[src/rtl/wbu_commit.sv]
// rtl/wbu_commit.sv - writeback/commit stage: load extraction, GPR/CSR writeback, done pulse, instret
module wbu_commit #(
   parameter int XLEN      = 32,
   parameter int INSTRET_W = 64
) (
   input  logic                 clk,
   input  logic                 reset,
   input  logic                 in_valid,
   output logic                 in_ready,
   input  logic [XLEN-1:0]      in_pc,
   input  logic [31:0]          in_inst,
   input  logic [4:0]           in_rd,
   input  logic                 in_rd_wen,
   input  logic [XLEN-1:0]      in_result,
   input  logic                 in_is_load,
   input  logic [1:0]           in_ld_size,
   input  logic                 in_ld_unsigned,
   input  logic [1:0]           in_addr_lo,
   input  logic                 in_csr_wen,
   input  logic [11:0]          in_csr_addr,
   input  logic [XLEN-1:0]      in_csr_wdata,
   input  logic                 in_brk,
   input  logic                 in_ivd,
   input  logic                 lsu_rvalid,
   input  logic [XLEN-1:0]      lsu_rdata,
   output logic                 done,
   output logic [XLEN-1:0]      pc,
   output logic [31:0]          inst,
   output logic                 brk,
   output logic                 ivd,
   output logic                 gpr_wen,
   output logic [31:0]          gpr_waddr,
   output logic [XLEN-1:0]      gpr_wdata,
   output logic                 csr_wen,
   output logic [31:0]          csr_waddr,
   output logic [XLEN-1:0]      csr_wdata,
   output logic [INSTRET_W-1:0] instret
);

   typedef enum logic [1:0] {IDLE, WAIT_MEM, COMMIT} state_t;

   state_t            state;

   // Fields held while a load waits for its LSU response
   logic [XLEN-1:0]   r_pc;
   logic [31:0]       r_inst;
   logic [4:0]        r_rd;
   logic              r_rd_wen;
   logic [1:0]        r_ld_size;
   logic              r_ld_unsigned;
   logic [1:0]        r_addr_lo;
   logic              r_csr_wen;
   logic [11:0]       r_csr_addr;
   logic [XLEN-1:0]   r_csr_wdata;
   logic              r_brk;
   logic              r_ivd;

   // Pick the addressed byte/half out of the aligned word and extend it;
   // for halfwords only addr bit 1 selects the lane.
   function automatic logic [XLEN-1:0] ld_extract(input logic [XLEN-1:0] word,
                                                  input logic [1:0]      size,
                                                  input logic            uns,
                                                  input logic [1:0]      lo);
      logic [7:0]  b;
      logic [15:0] h;
      b = word[{lo, 3'b000} +: 8];
      h = word[{lo[1], 4'b0000} +: 16];
      case (size)
         2'd0:    ld_extract = {{(XLEN-8){b[7] & ~uns}}, b};
         2'd1:    ld_extract = {{(XLEN-16){h[15] & ~uns}}, h};
         default: ld_extract = word;
      endcase
   endfunction

   assign in_ready = (state == IDLE);

   // Accept/wait/commit sequencing with registered commit outputs
   always_ff @(posedge clk) begin
      if (reset) begin
         state         <= IDLE;
         r_pc          <= '0;
         r_inst        <= '0;
         r_rd          <= '0;
         r_rd_wen      <= 1'b0;
         r_ld_size     <= '0;
         r_ld_unsigned <= 1'b0;
         r_addr_lo     <= '0;
         r_csr_wen     <= 1'b0;
         r_csr_addr    <= '0;
         r_csr_wdata   <= '0;
         r_brk         <= 1'b0;
         r_ivd         <= 1'b0;
         done          <= 1'b0;
         pc            <= '0;
         inst          <= '0;
         brk           <= 1'b0;
         ivd           <= 1'b0;
         gpr_wen       <= 1'b0;
         gpr_waddr     <= '0;
         gpr_wdata     <= '0;
         csr_wen       <= 1'b0;
         csr_waddr     <= '0;
         csr_wdata     <= '0;
         instret       <= '0;
      end else begin
         case (state)
            IDLE: begin
               if (in_valid) begin
                  r_pc          <= in_pc;
                  r_inst        <= in_inst;
                  r_rd          <= in_rd;
                  r_rd_wen      <= in_rd_wen;
                  r_ld_size     <= in_ld_size;
                  r_ld_unsigned <= in_ld_unsigned;
                  r_addr_lo     <= in_addr_lo;
                  r_csr_wen     <= in_csr_wen;
                  r_csr_addr    <= in_csr_addr;
                  r_csr_wdata   <= in_csr_wdata;
                  r_brk         <= in_brk;
                  r_ivd         <= in_ivd;
                  if (in_is_load) begin
                     state <= WAIT_MEM;
                  end else begin
                     // Non-loads commit straight from the inputs so done appears next cycle
                     state     <= COMMIT;
                     done      <= 1'b1;
                     pc        <= in_pc;
                     inst      <= in_inst;
                     brk       <= in_brk;
                     ivd       <= in_ivd;
                     gpr_wen   <= in_rd_wen && (in_rd != 5'd0) && !in_ivd;
                     gpr_waddr <= {27'd0, in_rd};
                     gpr_wdata <= in_result;
                     csr_wen   <= in_csr_wen && !in_ivd;
                     csr_waddr <= {20'd0, in_csr_addr};
                     csr_wdata <= in_csr_wdata;
                     instret   <= instret + {{(INSTRET_W-1){1'b0}}, 1'b1};
                  end
               end
            end
            WAIT_MEM: begin
               if (lsu_rvalid) begin
                  state     <= COMMIT;
                  done      <= 1'b1;
                  pc        <= r_pc;
                  inst      <= r_inst;
                  brk       <= r_brk;
                  ivd       <= r_ivd;
                  gpr_wen   <= r_rd_wen && (r_rd != 5'd0) && !r_ivd;
                  gpr_waddr <= {27'd0, r_rd};
                  gpr_wdata <= ld_extract(lsu_rdata, r_ld_size, r_ld_unsigned, r_addr_lo);
                  csr_wen   <= r_csr_wen && !r_ivd;
                  csr_waddr <= {20'd0, r_csr_addr};
                  csr_wdata <= r_csr_wdata;
                  instret   <= instret + {{(INSTRET_W-1){1'b0}}, 1'b1};
               end
            end
            COMMIT: begin
               state   <= IDLE;
               done    <= 1'b0;
               brk     <= 1'b0;
               ivd     <= 1'b0;
               gpr_wen <= 1'b0;
               csr_wen <= 1'b0;
            end
            default: state <= IDLE;
         endcase
      end
   end

endmodule
[config.mk]
export PLATFORM = sky130hd
export DESIGN_NAME = wbu_commit
export DESIGN_NICKNAME = d
export VERILOG_FILES = /design/src/rtl/wbu_commit.sv
export SDC_FILE = /design/constraint.sdc
export NUM_CORES = 1
export LEC_CHECK = 0
export CAP_MARGIN = 20
export CORE_MARGIN = 5
export CORE_UTILIZATION = 43
export DETAILED_ROUTE_END_ITERATION = 8
export PLACE_DENSITY_LB_ADDON = 0.1
export SYNTH_ARGS = -nofsm -noshare
export SYNTH_HDL_FRONTEND = slang
export SYNTH_SLANG_ARGS = --single-unit
[constraint.sdc]
create_clock -name clk -period 2.4 [get_ports clk]
set_input_delay 0.48 -clock clk [delete_from_list [all_inputs] [get_ports clk]]
set_output_delay 0.48 -clock clk [all_outputs]
set_load 0.02 [all_outputs]
; After elaboration in Yosys (flattened, before gate mapping)
; Index checks and enable logic that the tools add are counted.
; Widths: inputs -> output; s select.
[classes]
add_sub_neg = 1
multipliers = 0
n_div = 0
n_lt_le_gt_ge = 0
n_eq_ne = 6
shifts = 2
n_mux = 53
bitwise_logic = 3
n_reduce_logical = 18
[op_table]
columns = cell, count
row1 = $mux 32, 18
row2 = $pmux 32 s2, 7
row3 = $mux 64, 3
row4 = $pmux 64 s2, 1
row5 = $add 64x1->64 const B, 1
row6 = $shiftx 32x6->16, 1
row7 = $shiftx 32x6->8, 1
row8 = $mux 1, 15
row9 = $pmux 1 s3, 5
row10 = $reduce_bool 5->1, 2
row11 = $reduce_and 4->1, 2
row12 = $logic_and 1x1->1, 6
row13 = $mux 2, 3
row14 = $ne 2x2->1 const B, 3
row15 = $eq 2x1->1 const B, 2
row16 = $logic_not 2->1, 2
row17 = $pmux 2 s2, 1
row18 = $reduce_and 2->1, 2
row19 = $reduce_bool 3->1, 1
row20 = $and 1x1->1, 2
row21 = $eq 2x2->1 const B, 1
row22 = $logic_not 1->1, 2
row23 = $reduce_bool 2->1, 1
row24 = $not 1->1, 1
[word_totals]
regBits = 385
latchBits = 0
ramBits = 0
mem_bits_ro = 0
inputBits = 191
output_inout_bits = 262
elab_cells = 108
n_memories = 0

; Logic depth before layout (Yosys ltp)
[logic_depth]
depth_word = 6
mapped_depth = 11

; Worst setup path after synthesis
; OpenSTA, ideal clock, no wires.
[synth_timing]
kind = flip-flop to flip-flop
start = register state[0]
end = register instret[60]
setup_time_ns = 0.071
arrival_ns = 2.596
path_slack_ns = -0.267
path_stages_with_launch = 11
n_path_buf = 3
synth_period_minus_slack_ns = 2.667
path_cell_list = dfxtp_1 -> inv_1 -> ha_1 -> buf_2 -> mux2i_1 -> a21o_1 -> or4_1 -> clkbuf_1 -> buf_2 -> or4_1 -> a21oi_1
[synth_between]
elab_chain_len = 3
word_cells_on_any_way = 8
[synth_lines]
columns = element, line_no
row1 = "start, declared", 42  ; state_t state;
row2 = "start signal, assigned", 80  ; state <= IDLE;
row3 = "start signal, assigned", 122  ; state <= WAIT_MEM;
row4 = "start signal, assigned", 125  ; state <= COMMIT;
row5 = $logic_not 2->1 *, -
row6 = named net in_ready, 9  ; output logic in_ready,
row7 = $ne 2x2->1 (no line) / $reduce_bool 2->1 (equally long branches), -
row8 = $reduce_and 4->1 (no line), -
row9 = "end signal, assigned", 137  ; instret <= instret + {{(INSTRET_W-1){1'b0}}, 1'b1};
row10 = "end signal, assigned", 155  ; instret <= instret + {{(INSTRET_W-1){1'b0}}, 1'b1};
row11 = "end, declared", 37  ; output logic [INSTRET_W-1:0] instret
; Mark *: on every way through the listed nets, which the timed path passes. The rest lies on a longest branch.
; A chain may end at the register's enable or synchronous reset.

; Worst setup path after layout
[layout_timing]
start = register state[1]
end = register instret[40]
[layout_between]
elab_chain_len = 3
word_cells_on_any_way = 8
[layout_lines]
columns = element, line_no
row1 = $eq 2x1->1 / $logic_not 2->1 (equally long branches), 106  ; case (state)
row2 = $ne 2x2->1 (no line) / $reduce_bool 2->1 (equally long branches), -
row3 = $reduce_and 4->1 (no line), -
; Parallel ways exist; a longest one is shown, timed or not.

==> flow_metrics.env <==
export IMPL_rows=68
export IMPL_synth_top_area_cell="dfxtp_1"
export IMPL_status="finished, final reports clean"
export IMPL_cts_buffer_depth=3
export IMPL_fin_skew_ns=0.0120
export IMPL_multiInputGateArea_sq_mm=0.00738
export IMPL_antenna_found_initial=7
export IMPL_dp_slack_ns=-0.385
export IMPL_cp_slowest_stage_delay_ns=0.47
export IMPL_p_int_uw=11600
export IMPL_slowest_stage="or4_1"
export IMPL_synthCells=1760
export IMPL_gp_congestion=0.907
export IMPL_async_reset_ff_share_pct=0
export IMPL_path_delay_family="simple AND/OR/NAND/NOR gates"
export IMPL_critPathMaxFanout=26
export IMPL_n_fill_cell=3031
export IMPL_syn_area_sq_mm=0.0148
export IMPL_hold_viol=0
export IMPL_fin_cells=2639
export IMPL_start_kind="flip-flop"
export IMPL_leakage_uw=0.00736
export IMPL_fmax_ghz=0.438
export IMPL_cts_sinks=338
export IMPL_end_kind="flip-flop"
export IMPL_drt_iter0_markers=861
export IMPL_core_area_sq_mm=0.0343
export IMPL_yosys_top_cells_area="dfxtp_1 (46%), nand2_1 (8.3%), mux2i_1 (7.8%)"
export IMPL_cp_arrival_ns=2.72
export IMPL_synth_seq_area_share_pct=45.7
export IMPL_p_per_area_mw_per_mm2=778
export IMPL_initial_utilization_pct=43.2
export IMPL_die_area_sq_mm=0.0383
export IMPL_crit_chain="inv_2, ha_4, mux2i_2, a21o_1, or4_4, buf_12, or4_1, a21oi_1"
export IMPL_grt_ovfl_total=0
export IMPL_vias_per_cell=5.29
export IMPL_ant_nets=0
export IMPL_hold_path_class="input pin to flip-flop"
export IMPL_clockPowerShare_pct=36.1
export IMPL_dp_hpwl_um=32500
export IMPL_ys_types=46
export IMPL_p_seq_share_pct=40.1
export IMPL_layout_commonest_cell="clkdlybuf4s50_1"
export IMPL_grt_pass1_vias=13400
export IMPL_ios=453
export IMPL_min_from="reset"
export IMPL_numPlacedInstances=2564
export IMPL_synth_edf_count=0
export IMPL_p_switching_uw=4780
export IMPL_ys_warnings_count=0
export IMPL_max_slew_margin_pct=35.9
export IMPL_grtUsageTotal_pct=22.6
export IMPL_hold_path_end="instret[17]"
export IMPL_cts_buffers=39
export IMPL_synth_avg_cell_area_sq_um=8.42
export IMPL_p_comb_share_pct=23.8
export IMPL_r2r_worst_path_cells=8
export IMPL_synth_top_area_share_pct=45.7
export IMPL_area_delta_synth_final_pct=41.8
export IMPL_wl_per_cell_um=17.5
export IMPL_final_net_count=2348
export IMPL_path_buf_inv=2
export IMPL_required_ns=2.84
export IMPL_drive_above_1_share_pct=7.80
export IMPL_cts_tree="yes"
export IMPL_grt_max_degree=132
export IMPL_drc_errors=0
export IMPL_r2r_slack_ns=0.12
export IMPL_clock_latency_ns=0.52
export IMPL_clk_pin_slew_ns=0.06
export IMPL_ys_seq_elements=338
export IMPL_fp_dieW_um=196
export IMPL_tightest_slew_ns=0.961
export IMPL_rsz0062_at_grt="no"
export IMPL_irDropWorstVdd_v=0.000650
export IMPL_rr_endpoint="instret[40]"
export IMPL_first_pass_iters=5
export IMPL_synth_flop_cell="dfxtp_1"
export IMPL_regArea_sq_mm=0.00677
export IMPL_rr_startpoint="state[1]"
export IMPL_fin_crit_sh_pct=95.1
export IMPL_min_path_cells=2
export IMPL_postRouteWirelength_um=46100
export IMPL_fp_dieH_um=196
export IMPL_maxCapViolCount=0
export IMPL_p_sw_share_pct=29.3
export IMPL_finalMaxSlewViolations=0
export IMPL_fin_tns_setup_ns=0
export IMPL_vias=14000
export IMPL_io_buffers=405
export IMPL_setup_viol=0
export IMPL_critPathKind="flip-flop to flip-flop"
export IMPL_min_period_ns=2.28
export IMPL_fin_ws_ns=0.119
export IMPL_hold_buffers=0
export IMPL_cts_root_buf="clkbuf_16"
export IMPL_htree_levels=2
export IMPL_grt_first_pass_wirelength_um=72100
export IMPL_mostFrequentLayoutCells="clkdlybuf4s50_1 (404), dfxtp_1 (337), nand2_1 (326)"
[routing by layer]
metal,share of wire (%),up-vias,global-route usage [%]
li1,-,6954,-
met1,42,6493,28.6
met2,47,446,37.4
met3,8.7,71,7.00
met4,2.3,4,6.18
met5,0.052,-,0
[kinds of logic after synthesis]
family | synth area share (%)
compound gates | 18.5
mux | 8.60
other cells | 0.0253
simple gates | 19.6
xor+xnor | 1.00
fa+ha+maj | 0.507
buf+inv | 6.13
flops | 45.7
[metrics by stage]
step | instance area [sq um] | hold slack [ns] | utilization (%) | total power (uW)
after detailed placement | 19700 | 0.446 | 57.3 | 10600
final | 21000 | 0.264 | 61.3 | 16300
after CTS | 21000 | 0.243 | 61.1 | 16500
after global placement | 19700 | 0.441 | 57.3 | 10500
after global routing | 21000 | 0.248 | 61.3 | 17200
after floorplan | 15000 | 0.436 | - | 8740
[worst max path at each step]
stage / from / slack (ns) / depth (start not counted) / endpoint
floorplan: state[1] / 0.05 / 10 / instret[60]
global placement: in_is_load / -0.26 / 7 / gpr_wdata[25]
detailed placement: in_is_load / -0.39 / 7 / gpr_wdata[17]
CTS: state[1] / 0.07 / 8 / instret[58]
global route: state[1] / 0.001 / 8 / instret[40]
finish: state[1] / 0.12 / 8 / instret[40]
[timing repair]
action,CTS,global route
pin swaps,0,1
setup endpoints to repair,16,10
resized for setup,1,5
buffers inserted,0,1
[state kept, by name, indices dropped and copies added (netlist names), 12 cells and up]
| register | cells |
|---|---|
| r_csr_addr | 12 |
| gpr_wdata | 32 |
| r_inst | 32 |
| pc | 32 |
| instret | 64 |
| r_csr_wdata | 32 |
| inst | 32 |
| r_pc | 32 |
| csr_wdata | 32 |
| csr_waddr | 12 |
[cell usage after synthesis (10+ instances only)]
library cell / instances
a211oi_1: 120
a21oi_1: 180
a22o_1: 16
a311oi_1: 10
buf_1: 15
buf_4: 48
clkbuf_1: 117
dfxtp_1: 338
inv_1: 10
mux2i_1: 116
nand2_1: 327
nand2b_1: 12
nand3_1: 31
nand4_1: 22
nor2_1: 161
nor3_1: 13
o21a_1: 17
o21ai_0: 14
o31ai_1: 33
or3_1: 15
or4_1: 38
xor2_1: 11
[power by group through the flow]
stage	registers, uW	logic (uW)	clock network, uW
finish	6560	3890	5900
global route	6620	4220	6330
CTS	6560	3920	6040
detailed placement	6670	3910	0
global placement	6660	3860	0
floorplan	7100	1640	0
[layout make-up]
class / count / area share, %
clock buffer: 58 / 5.71
antenna: 5 / 0.0596
sequential: 338 / 32.2
multi-input combinational: 1275 / 35.1
timing repair buffer: 487 / 23.5
clock inverter: 11 / 0.482
tap: 455 / 2.71
inverter: 10 / 0.179
Note: power is estimated with default switching activity, not from simulation.
